<file path="config.mk">
export PLATFORM = sky130hd
export DESIGN_NAME = alu_cmd_issuer
export DESIGN_NICKNAME = d
export VERILOG_FILES = /design/src/rtl/alu_pkg.sv /design/src/rtl/alu_cmd_fifo.sv /design/src/rtl/alu_cmd_issuer.sv
export SDC_FILE = /design/constraint.sdc
export NUM_CORES = 1
export LEC_CHECK = 0
export CAP_MARGIN = 20
export CORE_MARGIN = 8
export CORE_UTILIZATION = 35
export DETAILED_ROUTE_END_ITERATION = 10
export SLEW_MARGIN = 20
export SYNTH_ARGS = -nofsm -noshare
export SYNTH_HDL_FRONTEND = slang
export SYNTH_HIERARCHICAL = 1
export SYNTH_SLANG_ARGS = --single-unit
</file>
<file path="constraint.sdc">
create_clock -name clk -period 2 [get_ports clk]
set_input_delay 0.4 -clock clk [delete_from_list [all_inputs] [get_ports clk]]
set_output_delay 0.4 -clock clk [all_outputs]
set_load 0.02 [all_outputs]
</file>
<file path="src/rtl/alu_pkg.sv">
// Shared types for the ALU command issuer: ALU op encodings and issuer FSM states.
package alu_pkg;

  typedef enum logic [1:0] {
    OP_ADD = 2'b00,
    OP_SUB = 2'b01,
    OP_CMP = 2'b10,
    OP_AND = 2'b11
  } alu_op_e;

  typedef enum logic [1:0] {
    IDLE,
    WAIT,
    HOLD
  } issuer_state_e;

endpackage

</file>
<file path="src/rtl/alu_cmd_fifo.sv">
// Synchronous command FIFO with an occupancy counter; no bypass from push to pop.
module alu_cmd_fifo #(
  parameter int DW    = 10,
  parameter int DEPTH = 4
) (
  input  logic          clk,
  input  logic          rst,
  input  logic          push,
  input  logic          pop,
  input  logic [DW-1:0] wdata,
  output logic [DW-1:0] rdata,
  output logic          full,
  output logic          empty
);

  localparam int AW = (DEPTH < 2) ? 1 : $clog2(DEPTH);

  logic [DW-1:0] mem_q [DEPTH];
  logic [AW-1:0] wr_ptr_q, wr_ptr_d;
  logic [AW-1:0] rd_ptr_q, rd_ptr_d;
  logic [AW:0]   count_q, count_d;
  logic          do_push, do_pop;

  assign full    = (count_q == (AW+1)'(DEPTH));
  assign empty   = (count_q == '0);
  assign do_push = push && !full;
  assign do_pop  = pop && !empty;
  assign rdata   = mem_q[rd_ptr_q];

  always_comb begin
    wr_ptr_d = wr_ptr_q;
    rd_ptr_d = rd_ptr_q;
    count_d  = count_q;
    if (do_push) wr_ptr_d = wr_ptr_q + AW'(1);
    if (do_pop)  rd_ptr_d = rd_ptr_q + AW'(1);
    case ({do_push, do_pop})
      2'b10:   count_d = count_q + (AW+1)'(1);
      2'b01:   count_d = count_q - (AW+1)'(1);
      default: count_d = count_q;
    endcase
  end

  // NOTE: state registers use non-blocking assignments so every flop samples pre-edge values.
  always_ff @(posedge clk or posedge rst) begin
    if (rst) begin
      wr_ptr_q <= '0;
      rd_ptr_q <= '0;
      count_q  <= '0;
    end else begin
      wr_ptr_q <= wr_ptr_d;
      rd_ptr_q <= rd_ptr_d;
      count_q  <= count_d;
    end
  end

  // NOTE: storage is deliberately not reset; empty/full come from the counter, so stale data is never read.
  always_ff @(posedge clk) begin
    if (do_push) mem_q[wr_ptr_q] <= wdata;
  end

endmodule

</file>
<file path="src/rtl/alu_cmd_issuer.sv">
// Issues buffered commands to an ALU, waits its latency, and returns results in order.
module alu_cmd_issuer
  import alu_pkg::*;
#(
  parameter int WIDTH      = 4,
  parameter int FIFO_DEPTH = 4,
  parameter int ALU_LAT    = 0
) (
  input  logic             clk,
  input  logic             rst,
  input  logic             cmd_valid,
  output logic             cmd_ready,
  input  logic [1:0]       cmd_op,
  input  logic [WIDTH-1:0] cmd_a,
  input  logic [WIDTH-1:0] cmd_b,
  output logic [1:0]       alu_s,
  output logic [WIDTH-1:0] alu_a,
  output logic [WIDTH-1:0] alu_b,
  input  logic [WIDTH-1:0] alu_y,
  output logic             rsp_valid,
  input  logic             rsp_ready,
  output logic [1:0]       rsp_op,
  output logic [WIDTH-1:0] rsp_y,
  output logic             rsp_zero,
  output logic             busy,
  output logic [7:0]       ops_done
);

  localparam int ENTRY_W = 2*WIDTH + 2;
  localparam int CNT_W   = (ALU_LAT < 1) ? 1 : $clog2(ALU_LAT + 1);

  logic               fifo_push, fifo_pop, fifo_full, fifo_empty;
  logic [ENTRY_W-1:0] fifo_wdata, fifo_rdata;
  logic [1:0]         head_op;
  logic [WIDTH-1:0]   head_a, head_b;
  logic               load;

  issuer_state_e    state_q, state_d;
  logic [CNT_W-1:0] cnt_q, cnt_d;
  alu_op_e          alu_s_q, alu_s_d;
  logic [WIDTH-1:0] alu_a_q, alu_a_d, alu_b_q, alu_b_d;
  logic             rsp_valid_q, rsp_valid_d, rsp_zero_q, rsp_zero_d;
  logic [1:0]       rsp_op_q, rsp_op_d;
  logic [WIDTH-1:0] rsp_y_q, rsp_y_d;
  logic [7:0]       ops_done_q, ops_done_d;

  assign cmd_ready  = !fifo_full;
  assign fifo_push  = cmd_valid && cmd_ready;
  assign fifo_wdata = {cmd_op, cmd_a, cmd_b};
  assign {head_op, head_a, head_b} = fifo_rdata;

  alu_cmd_fifo #(
    .DW    (ENTRY_W),
    .DEPTH (FIFO_DEPTH)
  ) u_fifo (
    .clk   (clk),
    .rst   (rst),
    .push  (fifo_push),
    .pop   (fifo_pop),
    .wdata (fifo_wdata),
    .rdata (fifo_rdata),
    .full  (fifo_full),
    .empty (fifo_empty)
  );

  always_comb begin
    // NOTE: every signal gets a hold-value default first, so no path through the case infers a latch.
    state_d     = state_q;
    cnt_d       = cnt_q;
    alu_s_d     = alu_s_q;
    alu_a_d     = alu_a_q;
    alu_b_d     = alu_b_q;
    rsp_valid_d = rsp_valid_q;
    rsp_op_d    = rsp_op_q;
    rsp_y_d     = rsp_y_q;
    rsp_zero_d  = rsp_zero_q;
    ops_done_d  = ops_done_q;
    fifo_pop    = 1'b0;
    load        = 1'b0;

    case (state_q)
      IDLE: load = !fifo_empty;
      WAIT: begin
        if (cnt_q != '0) begin
          cnt_d = cnt_q - CNT_W'(1);
        end else begin
          rsp_y_d     = alu_y;
          rsp_op_d    = alu_s_q;
          rsp_zero_d  = (alu_y == '0);
          rsp_valid_d = 1'b1;
          state_d     = HOLD;
        end
      end
      HOLD: begin
        if (rsp_ready) begin
          rsp_valid_d = 1'b0;
          ops_done_d  = ops_done_q + 8'd1;
          state_d     = IDLE;
          load        = !fifo_empty;
        end
      end
      default: state_d = IDLE;
    endcase

    // Pop from IDLE or straight out of a completed HOLD share one load path.
    if (load) begin
      fifo_pop = 1'b1;
      alu_s_d  = alu_op_e'(head_op);
      alu_a_d  = head_a;
      alu_b_d  = head_b;
      cnt_d    = CNT_W'(ALU_LAT);
      state_d  = WAIT;
    end
  end

  always_ff @(posedge clk or posedge rst) begin
    if (rst) begin
      state_q     <= IDLE;
      cnt_q       <= '0;
      alu_s_q     <= OP_ADD;
      alu_a_q     <= '0;
      alu_b_q     <= '0;
      rsp_valid_q <= 1'b0;
      rsp_op_q    <= '0;
      rsp_y_q     <= '0;
      rsp_zero_q  <= 1'b1;
      ops_done_q  <= '0;
    end else begin
      state_q     <= state_d;
      cnt_q       <= cnt_d;
      alu_s_q     <= alu_s_d;
      alu_a_q     <= alu_a_d;
      alu_b_q     <= alu_b_d;
      rsp_valid_q <= rsp_valid_d;
      rsp_op_q    <= rsp_op_d;
      rsp_y_q     <= rsp_y_d;
      rsp_zero_q  <= rsp_zero_d;
      ops_done_q  <= ops_done_d;
    end
  end

  assign alu_s     = alu_s_q;
  assign alu_a     = alu_a_q;
  assign alu_b     = alu_b_q;
  assign rsp_valid = rsp_valid_q;
  assign rsp_op    = rsp_op_q;
  assign rsp_y     = rsp_y_q;
  assign rsp_zero  = rsp_zero_q;
  assign ops_done  = ops_done_q;
  assign busy      = (state_q != IDLE) || !fifo_empty;

endmodule

</file>
Word-level counts from Yosys, hierarchy flattened:

Memories as Yosys holds them, arrays and structs flattened. A register that Yosys moved wholly into a read port is not among the register bits.
Index checks and enable logic that the tools add are counted.

* flip-flop bits (word level): 26
* RAM bits: 40
* input port bits: 18
* output and inout bits: 28
* word-level logic and storage cells: 61
* memories kept: 1

Memory list
* u_fifo.mem_q: words 4, width 10, rd ports 1, clocked after Yosys merged registers in 1, write ports 1, RTL line alu_cmd_fifo.sv:18 `logic [DW-1:0] mem_q [DEPTH];`

* $add $sub $neg: 6
* equal/unequal tests: 10
* muxes and demuxes: 16
* bitwise operators: 1
* reduce and logical (&&, ||, !) cells: 17

Operators with widths (number)
* 1-bit 2-to-1 mux: 9
* 8-bit by 1-bit adder with 8-bit output, second input constant: 1
* 2-bit nonzero test: 4
* 2-bit 2-to-1 mux: 3
* 2-bit inequality test, second input constant: 3
* 3-bit inequality test, second input constant: 2
* 2-bit one-hot mux with 3 select lines: 1
* 3-bit one-hot mux with 2 select lines: 1
* 3-bit AND reduction: 2
* 2-bit by 1-bit adder with 2-bit output, second input constant: 2
* 2-bit by 1-bit == test with 1-bit output, second input constant: 2
* 2-bit == test, second input constant: 2
* 4-bit zero test: 1
* 1-bit one-hot mux with 2 select lines: 2
* 2-bit AND reduction: 2
* 3-bit by 1-bit adder with 3-bit output, second input constant: 1
* 3-bit == test, second input constant: 1
* 1-bit logical AND: 3
* 3-bit zero test: 1
* 3-bit by 1-bit subtractor with 3-bit output, second input constant: 1
* 1-bit zero test: 2
* 2-bit zero test: 1
* 1-bit logical OR: 1
* 1-bit NOT: 1
* 1-bit subtractor, second input constant: 1

Logic depth before layout (Yosys ltp):

* depth in word-level cells: 8
* gate-level depth with buffers: 10
* gate-level depth less buffers: 10

Cells and area by module:

Netlist, hierarchy kept.

By module, submodules not included
* alu_cmd_fifo: times used 1, cells an instance 90, area each 1889.3 um2, sequential area each 1376.3 um2
* alu_cmd_issuer: times used 1, cells an instance 85, area each 1151.1 um2, sequential area each 701.9 um2

Least setup slack after synthesis:

Ideal clock, no wire load.

* kind: reg2reg
* start: register u_fifo.count_q[0]
* end: register u_fifo.count_q[2]
* setup time: 0.079 ns
* data arrival time: 2.109 ns
* required time: 1.921 ns
* slack: -0.189 ns
* stages on the path, launching flop included: 11
* path buffers: 1
* period minus slack after synthesis: 2.189 ns
* cell sequence: dfrtp_1 > nor3_1 > a211oi_2 > buf_4 > o31a_2 > ha_1 > inv_1 > fa_1 > xor2_1 > nor2_1 > xor2_1

* word-level cells in the longest chain between the ends: 8
* elaborated cells on any way between the ends: 16
* classes of those cells: add/sub (2); eq/ne (3); mux (4); reduce/logical (7)

Ends and longest elaborated chain
* start: declaration: RTL line alu_cmd_fifo.sv:21 `logic [AW:0] count_q, count_d;`
* start signal: assignment: RTL line alu_cmd_fifo.sv:52 `count_q <= count_d;`
* 3-bit zero test (*): RTL line alu_cmd_fifo.sv:25 `assign empty = (count_q == '0);`
* via fifo_empty: RTL line alu_cmd_issuer.sv:32 `logic fifo_push, fifo_pop, fifo_full, fifo_empty;`
* 1-bit zero test (*): RTL line alu_cmd_issuer.sv:82, alu_cmd_issuer.sv:99
* 1-bit 2-to-1 mux: RTL line alu_cmd_issuer.sv:95 `if (rsp_ready) begin`
* 1-bit one-hot mux with 2 select lines (*): RTL line alu_cmd_issuer.sv:81 `case (state_q)`
* 1-bit 2-to-1 mux (*): RTL line alu_cmd_issuer.sv:106 `if (load) begin`
* via fifo_pop: RTL line alu_cmd_issuer.sv:32
* 1-bit logical AND (*): RTL line alu_cmd_fifo.sv:27 `assign do_pop = pop && !empty;`
* via u_fifo.do_pop: RTL line alu_cmd_fifo.sv:22 `logic do_push, do_pop;`
* 2-bit by 1-bit == test with 1-bit output or 2-bit == test (tied branches): RTL line alu_cmd_fifo.sv:36 `case ({do_push, do_pop})`
* 3-bit one-hot mux with 2 select lines or 2-bit nonzero test (tied branches)

The timed path passes the listed nets; every way through them passes the cells marked *.
A chain may end at the register's enable or synchronous reset.

Worst setup path after layout:

* start: register u_fifo.count_q[1]
* end: output port cmd_ready

* word-level cells in the longest chain between the ends: 2

Ends and longest elaborated chain
* 3-bit == test: RTL line alu_cmd_fifo.sv:24 `assign full = (count_q == (AW+1)'(DEPTH));`
* via fifo_full: RTL line alu_cmd_issuer.sv:32
* 1-bit zero test: RTL line alu_cmd_issuer.sv:47 `assign cmd_ready = !fifo_full;`
* end: declaration: RTL line alu_cmd_issuer.sv:12 `output logic cmd_ready,`

The timed path passes the listed nets, and every way through them passes these cells.

==> flow_results.xml <==
<?xml version="1.0" encoding="UTF-8"?>
<metrics>
  <group name="power">
    <metric name="power.combinational.fraction" unit="%">41.0</metric>
    <metric name="p_clk_share" unit="%">18.3</metric>
    <metric name="power_per_cell_area" unit="nW/µm²">1550</metric>
    <metric name="power.share.switching" unit="%">33.2</metric>
    <metric name="power_report.internal_total" unit="W">0.00407</metric>
    <metric name="cellLeakagePower" unit="nW">1.52</metric>
    <metric name="total_switching_power" unit="W">0.00202</metric>
    <metric name="share_seq_of_total_power" unit="%">40.7</metric>
    <metric name="peakVddDrop" unit="V">0.000514</metric>
  </group>
  <group name="global_route">
    <metric name="first_global_vias" unit="">1751</metric>
    <metric name="wire_length_of_the_first_global_routing_pass" unit="µm">8890</metric>
    <metric name="pin_count_of_the_biggest_net_entering_global_routing" unit="">29</metric>
    <metric name="antenna_found_initial" unit="">0</metric>
    <metric name="remaining_global_route_overflow" unit="">0</metric>
    <metric name="global_route.usage.total" unit="%">9.90</metric>
  </group>
  <group name="yosys">
    <metric name="combinational_family_with_the_most_area_after_synthesis" unit="">multiplexers</metric>
    <metric name="synth.top_cells.by_area" unit="">edfxtp_1 (40%), dfrtp_1 (28%), mux4_2 (7.4%)</metric>
    <metric name="synth_area" unit="µm²">3040</metric>
    <metric name="ys_async_sr_fraction" unit="%">46.7</metric>
    <metric name="synth-edff-count" unit="">40</metric>
    <metric name="yosysWarningCount" unit="">6</metric>
    <metric name="multiplexer_share_of_the_synthesized_area" unit="%">14.2</metric>
    <metric name="synth_top_area_share" unit="%">39.5</metric>
    <metric name="post_synth_inst_count" unit="">175</metric>
    <metric name="synthXorXnorAreaFrac" unit="%">3.74</metric>
    <metric name="synth_compound_gate_area_share" unit="%">1.48</metric>
    <metric name="synth_sequential_area_ratio" unit="%">68.4</metric>
    <metric name="synth_adder_area_share" unit="%">3.13</metric>
    <metric name="postSynthAreaPerCell" unit="µm²">17.4</metric>
    <metric name="synth_common_cells" unit="">edfxtp_1 (40), dfrtp_1 (34), mux2_1 (15)</metric>
    <metric name="yosys_most_used_dff" unit="">edfxtp_1</metric>
    <metric name="most_repeated_cell_in_the_gate_level_netlist_after_synthesis" unit="">edfxtp_1</metric>
    <metric name="yosys.area.top_type" unit="">edfxtp_1</metric>
    <metric name="yosys.cell_types.count" unit="">37</metric>
    <metric name="syn_nets" unit="">200</metric>
    <metric name="synthSimpleGateAreaFrac" unit="%">6.83</metric>
    <metric name="yosys_register_bits" unit="">75</metric>
  </group>
  <group name="drt">
    <metric name="wl" unit="µm">5390</metric>
    <metric name="detail_route.vias_per_cell" unit="">4.56</metric>
    <metric name="route.vias.total" unit="">1609</metric>
    <metric name="detailedRoute.firstPassIterationCount" unit="">6</metric>
    <metric name="drt-wirelength-per-cell" unit="µm">15.3</metric>
    <metric name="drc" unit="">0</metric>
    <metric name="drtIter0Drc" unit="">42</metric>
    <metric name="detail-route-antenna-nets" unit="">0</metric>
  </group>
  <group name="sta">
    <metric name="fin_hold_ws" unit="ps">350</metric>
    <metric name="rsz0062_at_grt" unit="">yes</metric>
    <metric name="finClkSkew" unit="ps">7.25</metric>
    <metric name="hold_viol_final" unit="">0</metric>
    <metric name="slew_headroom" unit="%">64.2</metric>
    <metric name="final-max-slew-violation-count" unit="">0</metric>
    <metric name="max_clock_freq" unit="MHz">519</metric>
    <metric name="setup_violations" unit="">0</metric>
    <metric name="setup_slack" unit="ps">74.7</metric>
    <metric name="post_route_fraction_of_the_period_consumed_by_the_critical_path" unit="%">96.3</metric>
    <metric name="max_slew.worst_pin.slew" unit="ps">537</metric>
    <metric name="layout_min_cycle_time" unit="ps">1930</metric>
    <metric name="fin_tns_setup" unit="ps">0</metric>
  </group>
  <group name="critical_path">
    <metric name="critical_path.slowest_cell" unit="">dfrtp_1</metric>
    <metric name="worst-endpoint-arrival" unit="ps">1530</metric>
    <metric name="path_cells" unit="">nor3b_4 &gt; buf_4 &gt; inv_1 &gt; dlygate4sd2_1</metric>
    <metric name="worst_setup_path_endpoint" unit="">cmd_ready</metric>
    <metric name="critPathKind" unit="">register to output pin</metric>
    <metric name="startpoint" unit="">u_fifo/count_q[1]$_DFFE_PP0P_</metric>
    <metric name="max_stage_delay" unit="ps">430</metric>
    <metric name="data_required_time_of_the_critical_path" unit="ps">1600</metric>
    <metric name="critPathMaxFanout" unit="">3</metric>
    <metric name="regToRegSetupSlack" unit="ps">90</metric>
    <metric name="regToRegEndpoint" unit="">u_fifo/count_q[2]$_DFFE_PP0P_</metric>
    <metric name="start_kind" unit="">register</metric>
    <metric name="number_of_cells_on_the_worst_reg_to_reg_path" unit="">10</metric>
    <metric name="timing.rr.start" unit="">u_fifo/count_q[1]$_DFFE_PP0P_</metric>
    <metric name="endpoint_kind" unit="">output pin</metric>
  </group>
  <group name="placed_design">
    <metric name="place_hpwl" unit="µm">3800</metric>
    <metric name="detailed_place.area" unit="µm²">3720</metric>
    <metric name="placement.io_buffers" unit="">45</metric>
    <metric name="gpl.final_weighted_congestion" unit="">0.719</metric>
    <metric name="dp_cells" unit="">337</metric>
    <metric name="dpl_worst_slack" unit="ps">-421</metric>
  </group>
  <group name="layout">
    <metric name="final_cell_area" unit="µm²">3920</metric>
    <metric name="area_growth_syn_to_layout" unit="%">28.9</metric>
    <metric name="fill_cells" unit="">781</metric>
    <metric name="diodes" unit="">0</metric>
    <metric name="final_layout_size_suffix_gt1_share" unit="%">23.3</metric>
    <metric name="post_layout_nonfiller_instances" unit="">353</metric>
    <metric name="num-nets-final" unit="">265</metric>
  </group>
  <group name="clocking">
    <metric name="clk_pin_slew" unit="ps">80</metric>
    <metric name="clock-sinks" unit="">75</metric>
    <metric name="cts_root_buffer" unit="">clkbuf_8</metric>
    <metric name="postCtsHoldBufs" unit="">0</metric>
    <metric name="clock_tree.buffer_depth" unit="">2</metric>
    <metric name="ctsHtreeMaxLevel" unit="">3</metric>
    <metric name="cts_tree" unit="">built</metric>
    <metric name="total_cts_buffers" unit="">9</metric>
    <metric name="post-cts-setup-buffers" unit="">0</metric>
    <metric name="clk-insertion-delay-late" unit="ps">330</metric>
  </group>
  <group name="floorplan">
    <metric name="rows" unit="">34</metric>
    <metric name="chipWidth" unit="µm">109</metric>
    <metric name="design.portCount" unit="">46</metric>
    <metric name="design.die.area" unit="µm²">11900</metric>
    <metric name="fp.dieH" unit="µm">109</metric>
    <metric name="initial_core_utilization" unit="%">35.4</metric>
    <metric name="core_area" unit="µm²">8590</metric>
  </group>
  <group name="min_path">
    <metric name="min_path_type" unit="">input port to asynchronous set/reset pin</metric>
  </group>
  <group name="status">
    <metric name="status" unit="">completed</metric>
  </group>
  <group name="job">
    <metric name="max_cap_viol_count" unit="">0</metric>
  </group>
</metrics>
[through the flow]
stage          util (%)  total power [W]
2_1_floorplan         -          0.00405
3_3_place_gp       43.3          0.00499
3_5_place_dp       43.3          0.00503
4_1_cts            45.6          0.00620
5_1_grt            45.6          0.00649
6_report           45.6          0.00609
[worst min-delay path by stage]
stage	endpoint	slack, ps	depth (start not counted)
2_1_floorplan	u_fifo/count_q[1]$_DFFE_PP0P_	200	1
3_3_place_gp	rsp_zero$_DFFE_PP1P_	460	2
3_5_place_dp	ops_done[7]$_DFFE_PP0P_	460	1
4_1_cts	u_fifo/count_q[2]$_DFFE_PP0P_	340	2
5_1_grt	u_fifo/count_q[2]$_DFFE_PP0P_	360	2
6_report	u_fifo/count_q[2]$_DFFE_PP0P_	350	2
[cells in the final DEF (no fill, tap or decap), types with 2 or more instances in the layout]
| master | Yosys | layout |
|---|---|---|
| buf_4 | 1 | 13 |
| edfxtp_1 | 40 | 40 |
| clkbuf_8 | 0 | 9 |
| xnor2_1 | 7 | 7 |
| and2_2 | 4 | 4 |
| inv_2 | 1 | 3 |
| nand2_1 | 10 | 10 |
| xor2_1 | 6 | 6 |
| ha_1 | 6 | 5 |
| clkdlybuf4s50_1 | 0 | 42 |
| nor2_1 | 2 | 2 |
| nand4_1 | 2 | 2 |
| dlygate4sd2_1 | 0 | 3 |
| mux4_2 | 10 | 10 |
| nand2b_1 | 2 | 2 |
| inv_6 | 0 | 2 |
| dfrtp_1 | 34 | 33 |
| nor3_1 | 3 | 2 |
| mux2_1 | 15 | 15 |
| inv_1 | 10 | 8 |
[layout make-up]
class / instances / area (µm²) / share of cell area (%)
sequential: 75 / 2080 / 53.1
multi-input combinational: 85 / 927 / 23.7
timing repair buffer: 58 / 544 / 13.9
tap: 108 / 135 / 3.45
clock buffer: 10 / 128 / 3.26
clock inverter: 6 / 63.8 / 1.63
inverter: 11 / 41.3 / 1.05
[power by group through the flow]
stage | clock [W] | combinational (W) | sequential [W]
CTS | 0.00116 | 0.00255 | 0.00249
finish | 0.00111 | 0.00250 | 0.00248
detailed placement | 0 | 0.00252 | 0.00251
floorplan | 0 | 0.00133 | 0.00272
global placement | 0 | 0.00249 | 0.00250
global route | 0.00121 | 0.00273 | 0.00255
[registers in the layout, indices dropped and copies added (netlist names)]
register         flops
u_fifo/mem_q        40
ops_done             8
alu_a                4
alu_b                4
rsp_y                4
u_fifo/count_q       3
alu_s                2
rsp_op               2
state_q              2
u_fifo/rd_ptr_q      2
u_fifo/wr_ptr_q      2
rsp_valid            1
rsp_zero             1
[routing by layer]
layer	track usage, %	vias to the layer above	share of wire [%]
met5	0	-	0
met2	16.3	36	49
li1	-	762	-
met3	3.43	4	6.9
met1	11.1	807	43
met4	5.50	0	1.0
[critical path, delay by kind of cell, from the launching register on]
family | cells | cell delay, ps
AND/OR/NAND/NOR | 1 | 260
buffers and inverters | 3 | 500
flip-flops | 1 | 430
[cell families (layout without fill, tap and decap cells)]
family | Yosys count | count (layout)
DFF | 75 | 75
and+or+nand+nor | 31 | 31
muxes | 28 | 28
buffers and inverters | 15 | 85
xor gates and xnor gates | 13 | 13
adders and majority gates | 7 | 7
AOI/OAI and AO/OA | 6 | 6
[what timing repair did]
| action | in CTS | in global routing |
|---|---|---|
| setup endpoints to repair | 3 | 3 |
| pin swaps | 2 | 1 |
| gates resized for setup | 4 | 2 |
Note: power is estimated with default switching activity, not from simulation.
